--- src/rtl/mem_loader_pkg.sv ---
// Shared types and constants for the boot-time memory loader.
// Optional checksum support is enabled with MEM_LOADER_CHECKSUM_EN.
package mem_loader_pkg;

    localparam int WORD_BYTES = 4;
    localparam int BYTE_W     = 8;
    localparam int WORD_W     = WORD_BYTES * BYTE_W;

    typedef enum logic [2:0] {
        ST_IDLE,
        ST_RECV,
        ST_WRITE,
        ST_CHECK,
        ST_DONE
    } loader_state_t;

endpackage

--- src/rtl/mem_loader_if.sv ---
// Byte-stream input and word-memory write bus of the loader.
// Unaffected by MEM_LOADER_CHECKSUM_EN.
interface mem_loader_if;
    import mem_loader_pkg::*;

    logic [BYTE_W-1:0] ByteIn;
    logic              ByteValid;
    logic              ByteReady;
    logic [31:0]       MemAddress;
    logic [WORD_W-1:0] MemWriteData;
    logic              MemWrite;

    modport master (
        input  ByteIn,
        input  ByteValid,
        output ByteReady,
        output MemAddress,
        output MemWriteData,
        output MemWrite
    );

    modport slave (
        output ByteIn,
        output ByteValid,
        input  ByteReady,
        input  MemAddress,
        input  MemWriteData,
        input  MemWrite
    );

endinterface

--- src/rtl/mem_loader_byte_packer.sv ---
// Little-endian byte-to-word assembler with a 4th-byte pulse.
// Unaffected by MEM_LOADER_CHECKSUM_EN.
module byte_packer
    import mem_loader_pkg::*;
(
    input  logic              clk,
    input  logic              rst_n,
    input  logic              clr,
    input  logic              byte_en,
    input  logic [BYTE_W-1:0] byte_in,
    output logic [WORD_W-1:0] word,
    output logic              word_ready
);

    logic [1:0]               cnt_q, cnt_d;
    logic [WORD_W-BYTE_W-1:0] shift_q, shift_d;

    // Bytes enter at the top so the first one ends up in [7:0].
    always_comb begin
        cnt_d   = cnt_q;
        shift_d = shift_q;
        if (clr) begin
            cnt_d   = '0;
            shift_d = '0;
        end else if (byte_en) begin
            cnt_d   = cnt_q + 2'd1;
            shift_d = {byte_in, shift_q[WORD_W-BYTE_W-1:BYTE_W]};
        end
    end

    always_ff @(posedge clk or negedge rst_n) begin
        if (!rst_n) begin
            cnt_q   <= '0;
            shift_q <= '0;
        end else begin
            cnt_q   <= cnt_d;
            shift_q <= shift_d;
        end
    end

    assign word       = {byte_in, shift_q};
    assign word_ready = byte_en && !clr && (cnt_q == 2'd3);

endmodule

--- src/rtl/mem_loader.sv ---
// Boot loader: packs a byte stream into words and writes them to memory.
// Define MEM_LOADER_CHECKSUM_EN to append an XOR checksum byte check.
module mem_loader
    import mem_loader_pkg::*;
#(
    parameter int ADDR_W = 10
) (
    input  logic          Clk,
    input  logic          Rst_n,
    input  logic          Start,
    input  logic [ADDR_W:0] WordCount,
    mem_loader_if.master  bus,
    output logic          Busy,
    output logic          Done,
    output logic          Error
);

    localparam logic [ADDR_W:0] MAX_WORDS = {1'b1, {ADDR_W{1'b0}}};

`ifdef MEM_LOADER_CHECKSUM_EN
    localparam loader_state_t LAST_ST = ST_CHECK;
    logic [BYTE_W-1:0] xor_q, xor_d;
    logic              err_q, err_d;
`else
    localparam loader_state_t LAST_ST = ST_DONE;
`endif

    loader_state_t     state_q, state_d;
    logic [ADDR_W:0]   idx_q, idx_d;
    logic [ADDR_W:0]   cnt_q, cnt_d;
    logic [ADDR_W:0]   idx_nxt, req_words;
    logic [31:0]       addr_q, addr_d;
    logic [WORD_W-1:0] wdata_q, wdata_d;
    logic              wr_q, wr_d;
    logic              start_ok, byte_en;
    logic              word_ready;
    logic [WORD_W-1:0] word;

    assign start_ok  = Start && (state_q == ST_IDLE || state_q == ST_DONE);
    assign byte_en   = bus.ByteValid && bus.ByteReady;
    assign req_words = (WordCount > MAX_WORDS) ? MAX_WORDS : WordCount;
    assign idx_nxt   = idx_q + (ADDR_W+1)'(1);

    byte_packer u_packer (
        .clk        (Clk),
        .rst_n      (Rst_n),
        .clr        (start_ok),
        .byte_en    (byte_en && state_q == ST_RECV),
        .byte_in    (bus.ByteIn),
        .word       (word),
        .word_ready (word_ready)
    );

    always_comb begin
        state_d = state_q;
        idx_d   = idx_q;
        cnt_d   = cnt_q;
        addr_d  = addr_q;
        wdata_d = wdata_q;
        wr_d    = 1'b0;
`ifdef MEM_LOADER_CHECKSUM_EN
        xor_d   = xor_q;
        err_d   = err_q;
`endif
        unique case (state_q)
            ST_IDLE, ST_DONE: begin
                if (Start) begin
                    idx_d   = '0;
                    cnt_d   = req_words;
                    state_d = (req_words == '0) ? LAST_ST : ST_RECV;
`ifdef MEM_LOADER_CHECKSUM_EN
                    xor_d   = '0;
                    err_d   = 1'b0;
`endif
                end
            end
            ST_RECV: begin
`ifdef MEM_LOADER_CHECKSUM_EN
                if (byte_en) xor_d = xor_q ^ bus.ByteIn;
`endif
                if (word_ready) begin
                    state_d = ST_WRITE;
                    wr_d    = 1'b1;
                    wdata_d = word;
                    addr_d  = 32'({idx_q, 2'b00});
                end
            end
            ST_WRITE: begin
                idx_d   = idx_nxt;
                state_d = (idx_nxt < cnt_q) ? ST_RECV : LAST_ST;
            end
`ifdef MEM_LOADER_CHECKSUM_EN
            ST_CHECK: begin
                if (byte_en) begin
                    err_d   = (bus.ByteIn != xor_q);
                    state_d = ST_DONE;
                end
            end
`endif
            default: state_d = ST_IDLE;
        endcase
    end

    always_ff @(posedge Clk or negedge Rst_n) begin
        if (!Rst_n) begin
            state_q <= ST_IDLE;
            idx_q   <= '0;
            cnt_q   <= '0;
            addr_q  <= '0;
            wdata_q <= '0;
            wr_q    <= 1'b0;
`ifdef MEM_LOADER_CHECKSUM_EN
            xor_q   <= '0;
            err_q   <= 1'b0;
`endif
        end else begin
            state_q <= state_d;
            idx_q   <= idx_d;
            cnt_q   <= cnt_d;
            addr_q  <= addr_d;
            wdata_q <= wdata_d;
            wr_q    <= wr_d;
`ifdef MEM_LOADER_CHECKSUM_EN
            xor_q   <= xor_d;
            err_q   <= err_d;
`endif
        end
    end

    assign bus.ByteReady    = (state_q == ST_RECV) || (state_q == ST_CHECK);
    assign bus.MemAddress   = addr_q;
    assign bus.MemWriteData = wdata_q;
    assign bus.MemWrite     = wr_q;
    assign Busy = (state_q == ST_RECV) || (state_q == ST_WRITE) ||
                  (state_q == ST_CHECK);
    assign Done = (state_q == ST_DONE);
`ifdef MEM_LOADER_CHECKSUM_EN
    assign Error = err_q;
`else
    assign Error = 1'b0;
`endif

endmodule
--- src/flat_wrapper.sv ---
// flat-port wrapper written by rule: the top's interface ports become plain ports
module mem_loader_flat import mem_loader_pkg::*;
#(
    parameter int ADDR_W = 10
)
  (Clk, Rst_n, Start, WordCount, Busy, Done, Error, bus_ByteIn, bus_ByteValid, bus_ByteReady, bus_MemAddress, bus_MemWriteData, bus_MemWrite);
  mem_loader_if bus_i ();
  input  logic Clk;
  input  logic Rst_n;
  input  logic Start;
  input  logic [ADDR_W:0] WordCount;
  output logic Busy;
  output logic Done;
  output logic Error;
  input wire logic [$bits(bus_i.ByteIn)-1:0] bus_ByteIn;
  input wire logic [$bits(bus_i.ByteValid)-1:0] bus_ByteValid;
  output wire logic [$bits(bus_i.ByteReady)-1:0] bus_ByteReady;
  output wire logic [$bits(bus_i.MemAddress)-1:0] bus_MemAddress;
  output wire logic [$bits(bus_i.MemWriteData)-1:0] bus_MemWriteData;
  output wire logic [$bits(bus_i.MemWrite)-1:0] bus_MemWrite;
  assign bus_i.ByteIn = bus_ByteIn;
  assign bus_i.ByteValid = bus_ByteValid;
  assign bus_ByteReady = bus_i.ByteReady;
  assign bus_MemAddress = bus_i.MemAddress;
  assign bus_MemWriteData = bus_i.MemWriteData;
  assign bus_MemWrite = bus_i.MemWrite;
  mem_loader #(.ADDR_W(ADDR_W)) u_core (.Clk(Clk), .Rst_n(Rst_n), .Start(Start), .WordCount(WordCount), .bus(bus_i), .Busy(Busy), .Done(Done), .Error(Error));
endmodule
--- config.mk ---
export PLATFORM = sky130hd
export DESIGN_NAME = mem_loader_flat
export DESIGN_NICKNAME = d
export VERILOG_FILES = /design/src/rtl/mem_loader_pkg.sv /design/src/rtl/mem_loader_if.sv /design/src/rtl/mem_loader_byte_packer.sv /design/src/rtl/mem_loader.sv /design/src/flat_wrapper.sv
export SDC_FILE = /design/constraint.sdc
export NUM_CORES = 1
export LEC_CHECK = 0
export CAP_MARGIN = 20
export CORE_MARGIN = 2
export CORE_UTILIZATION = 55
export CTS_CLUSTER_DIAMETER = 120
export DETAILED_ROUTE_END_ITERATION = 12
export PLACE_DENSITY = 0.85
export SLEW_MARGIN = 10
export SYNTH_ARGS = -nofsm -noshare
export SYNTH_HDL_FRONTEND = slang
export SYNTH_SLANG_ARGS = --single-unit
export TNS_END_PERCENT = 100
--- constraint.sdc ---
create_clock -name Clk -period 4.5 [get_ports Clk]
set_input_delay 0.675 -clock Clk [delete_from_list [all_inputs] [get_ports Clk]]
set_output_delay 0.675 -clock Clk [all_outputs]
set_load 0.05 [all_outputs]
==> summary.md <==
| Metric | Value |
|---|---|
| Status | finished clean |
| Total track usage | 20.6% |
| Gpl congestion | 0.859 |
| Cell Pwr Density | 708 nW/um2 |
| Critical path peak fanout | 6 |
| Post-synthesis instance total | around 390 |
| Count of final max-slew check failures | 0 |
| Area Growth Syn to Fin | 19.8% |
| Mapped cell area | approximately 4300 um2 |
| Ranking of synthesized cells by area | dfrtp_1, mux2_2, nand2_1 |
| Clk Latency, worst-skew pair | roughly 0.36 ns |
| Max Freq | 0.371 GHz |
| Initial DRC Count | 158 |
| Dpl cell area | 4980 um2 |
| Worst slew pin tran | about 0.83 ns |
| DP Wirelength | 5.65 mm |
| # diodes | 0 |
| Layout cells sized above 1 | ~14% |
| Final Cell Area | roughly 5200 um2 |
| Setup crit start kind | register |
| Setup TNS | 0 ns |
| First-pass iteration count of the detailed router | 4 |
| Dpl ws | 1.72 ns |
| P_int | 2.10 mW |
| Total gr overflow | 0 |
| Largest net degree at the start of global routing | 96 |
| Row cnt | 32 |
| Leakage | 2.46 nW |
| Wirelength, routed | ~8.4 mm |
| CTS buffer count | 9 |
| Ys async rst share | 100% |
| Vias | 3,006 |
| Syn Area/Cell | 11.1 um2 |
| DRC | 0 |
| Final setup viols | 0 |
| First-pass GRT wire length | about 14 mm |
| Ports | 92 |
| Total power | 3.69 mW |
| Cell variety after synth | 40 |
| Register share of total power | 38.6% |
| Worst setup EP type | register |
| Antenna violations before repair | 0 |
| Number of global-route vias before repair | 2,910 |
| Setup Skew | 0.0140 ns |
| Crit path required time | between 4 and 5 ns |
| Final Hold Viols | 0 |
| Tcrit/Tclk final | approximately three fifths |
| Root buf cell | clkbuf_8 |
| Starting Density | between 50 and 60% |
| Remaining antenna violation count | 0 |
| Maximum vdd drop | 0.000480 V |
| Area share of the largest cell type after synthesis | 54.7% |
| Critical path type | reg -> reg |
| Switching Power | about 1.6 mW |
| CP arrival | 2.94 ns |
| Die Area | approximately 8600 um2 |
| CTS tree | yes |
| Sequential area share after synthesis | 54.7% |
| Power share of the clock group | around 17% |
| Most frequent cells in the layout | dfrtp_1, clkdlybuf4s50_1, nand2_1 |
| Slew headroom | between 40% and 50% |
| Maximum Capacitance Violations | 0 |
| CTS H-Tree Depth | 3 |
| Worst-path clk slew | 0.10 ns |
| Clock buffer depth | 2 |
| Syn. warnings | 0 |
| Port Buffers | 69 |
| Unrepaired setup endpoints after global routing | false |
| # Post-CTS Setup Buffers | 0 |
| Post-CTS Hold Buffers | 0 |
| Final min period | approximately 2.7 ns |
| Die height | 92.9 um |
| Clock Sinks | 95 |
| Ys flop type | dfrtp_1 |
| Core Region | roughly 7700 um2 |
| Synth Register Bits | 95 |
| Post-synth EDFFs | 0 |
| Final setup slack of the worst path | 1.81 ns |
| Worst min path class | in -> async |
| Combinational share of power | 44.8% |
| Die width | 92.9 um |
| Vias per inst | 5.37 |
| Synth area leader | dfrtp_1 |
| Routed len/inst | 15.0 um |
| Most common cell after layout, fill and taps aside | dfrtp_1 |
| Resize count post-CTS | 0 |
| Final #Nets | 488 |
| Sw frac | 43.0% |
-- power groups by stage --
stage	logic (mW)	clock network (mW)	registers (mW)
2_1_floorplan	0.643	0	1.91
3_3_place_gp	1.60	0	1.41
3_5_place_dp	1.65	0	1.44
4_1_cts	1.67	0.621	1.42
5_1_grt	1.77	0.653	1.46
6_report	1.65	0.613	1.42
-- per-stage QoR --
step / hold WS (ns) / cells / util (%)
2_1_floorplan: 0.379 / 412 / -
3_3_place_gp: 0.466 / 544 / 64.8
3_5_place_dp: 0.474 / 544 / 64.8
4_1_cts: 0.494 / 560 / 67.7
5_1_grt: 0.452 / 560 / 67.7
6_report: 0.377 / 560 / 67.7
-- synth_stat cells, types with 4 or more instances --
cell       n
nand2_1   67
dfrtp_1   95
a21oi_1    8
a22o_1     9
nor2_1     6
inv_1     13
buf_2      4
buf_6      4
nand4_1    4
ha_1      12
o21ai_0   38
and2_1     5
xnor2_1    6
nand2b_1   7
buf_4     23
mux2_2    42
clkbuf_1  10
-- critical path: stages (launching register included) --
cell	delay, ns
dfrtp_1	0.45
ha_1	0.24
and2_1	0.18
and2_1	0.21
nand3_1	0.13
xnor2_1	0.16
ha_1	0.29
nand4_1	0.15
o221ai_1	0.16
a211o_1	0.32
a211o_1	0.30
-- area by class of cell --
class / instances / area (um2)
Fill cell: 587 / 2480
Sequential cell: 95 / 2380
Multi-Input combinational cell: 262 / 1720
Timing Repair Buffer: 72 / 714
Clock buffer: 10 / 128
Tap cell: 102 / 128
Clock inverter: 6 / 91.3
Inverter: 13 / 48.8
-- metal layers --
metal,vias to the layer above,global-route usage (%),share of wire [%]
met1,1488,27.9,44
met2,84,32.9,50
li1,1422,-,-
met5,-,0,0
met4,0,9.19,1.9
met3,12,3.34,4.6
-- flip-flops by register name, summed over array words and instances (netlist names) --
register	flops
u_core.bus.MemWriteData	32
u_core.u_packer.shift_q	24
u_core.bus.MemAddress	11
u_core.cnt_q	11
u_core.idx_q	11
u_core.state_q	3
u_core.u_packer.cnt_q	2
u_core.bus.MemWrite	1
-- logic make-up after synthesis --
logic type      after synthesis  synth area share, %
compound gates               65                 8.98
xor+xnor                      9                 1.81
fa+ha+maj                    12                 3.45
buf+inv                      55                 7.54
flops                        95                 54.7
mux                          45                 11.6
other cells                   1               0.0863
simple gates                109                 11.8
-- path summary, 6_finish.rpt --
check,cells past startpoint,endpoint,slack (ns),startpoint
min in group Clk,2,u_core.cnt_q[8]$_DFFE_PN0P_,0.49,u_core.cnt_q[8]$_DFFE_PN0P_
min,1,u_core.bus.MemWriteData[30]$_DFFE_PN0P_,0.38,Rst_n
max in group asynchronous,1,u_core.cnt_q[8]$_DFFE_PN0P_,3.56,Rst_n
min reg2reg,2,u_core.cnt_q[8]$_DFFE_PN0P_,0.49,u_core.cnt_q[8]$_DFFE_PN0P_
max reg2reg,10,u_core.state_q[2]$_DFFE_PN0P_,1.81,u_core.idx_q[0]$_DFFE_PN0P_
max,10,u_core.state_q[2]$_DFFE_PN0P_,1.81,u_core.idx_q[0]$_DFFE_PN0P_
No activity file was read; power rests on OpenSTA's default activity.
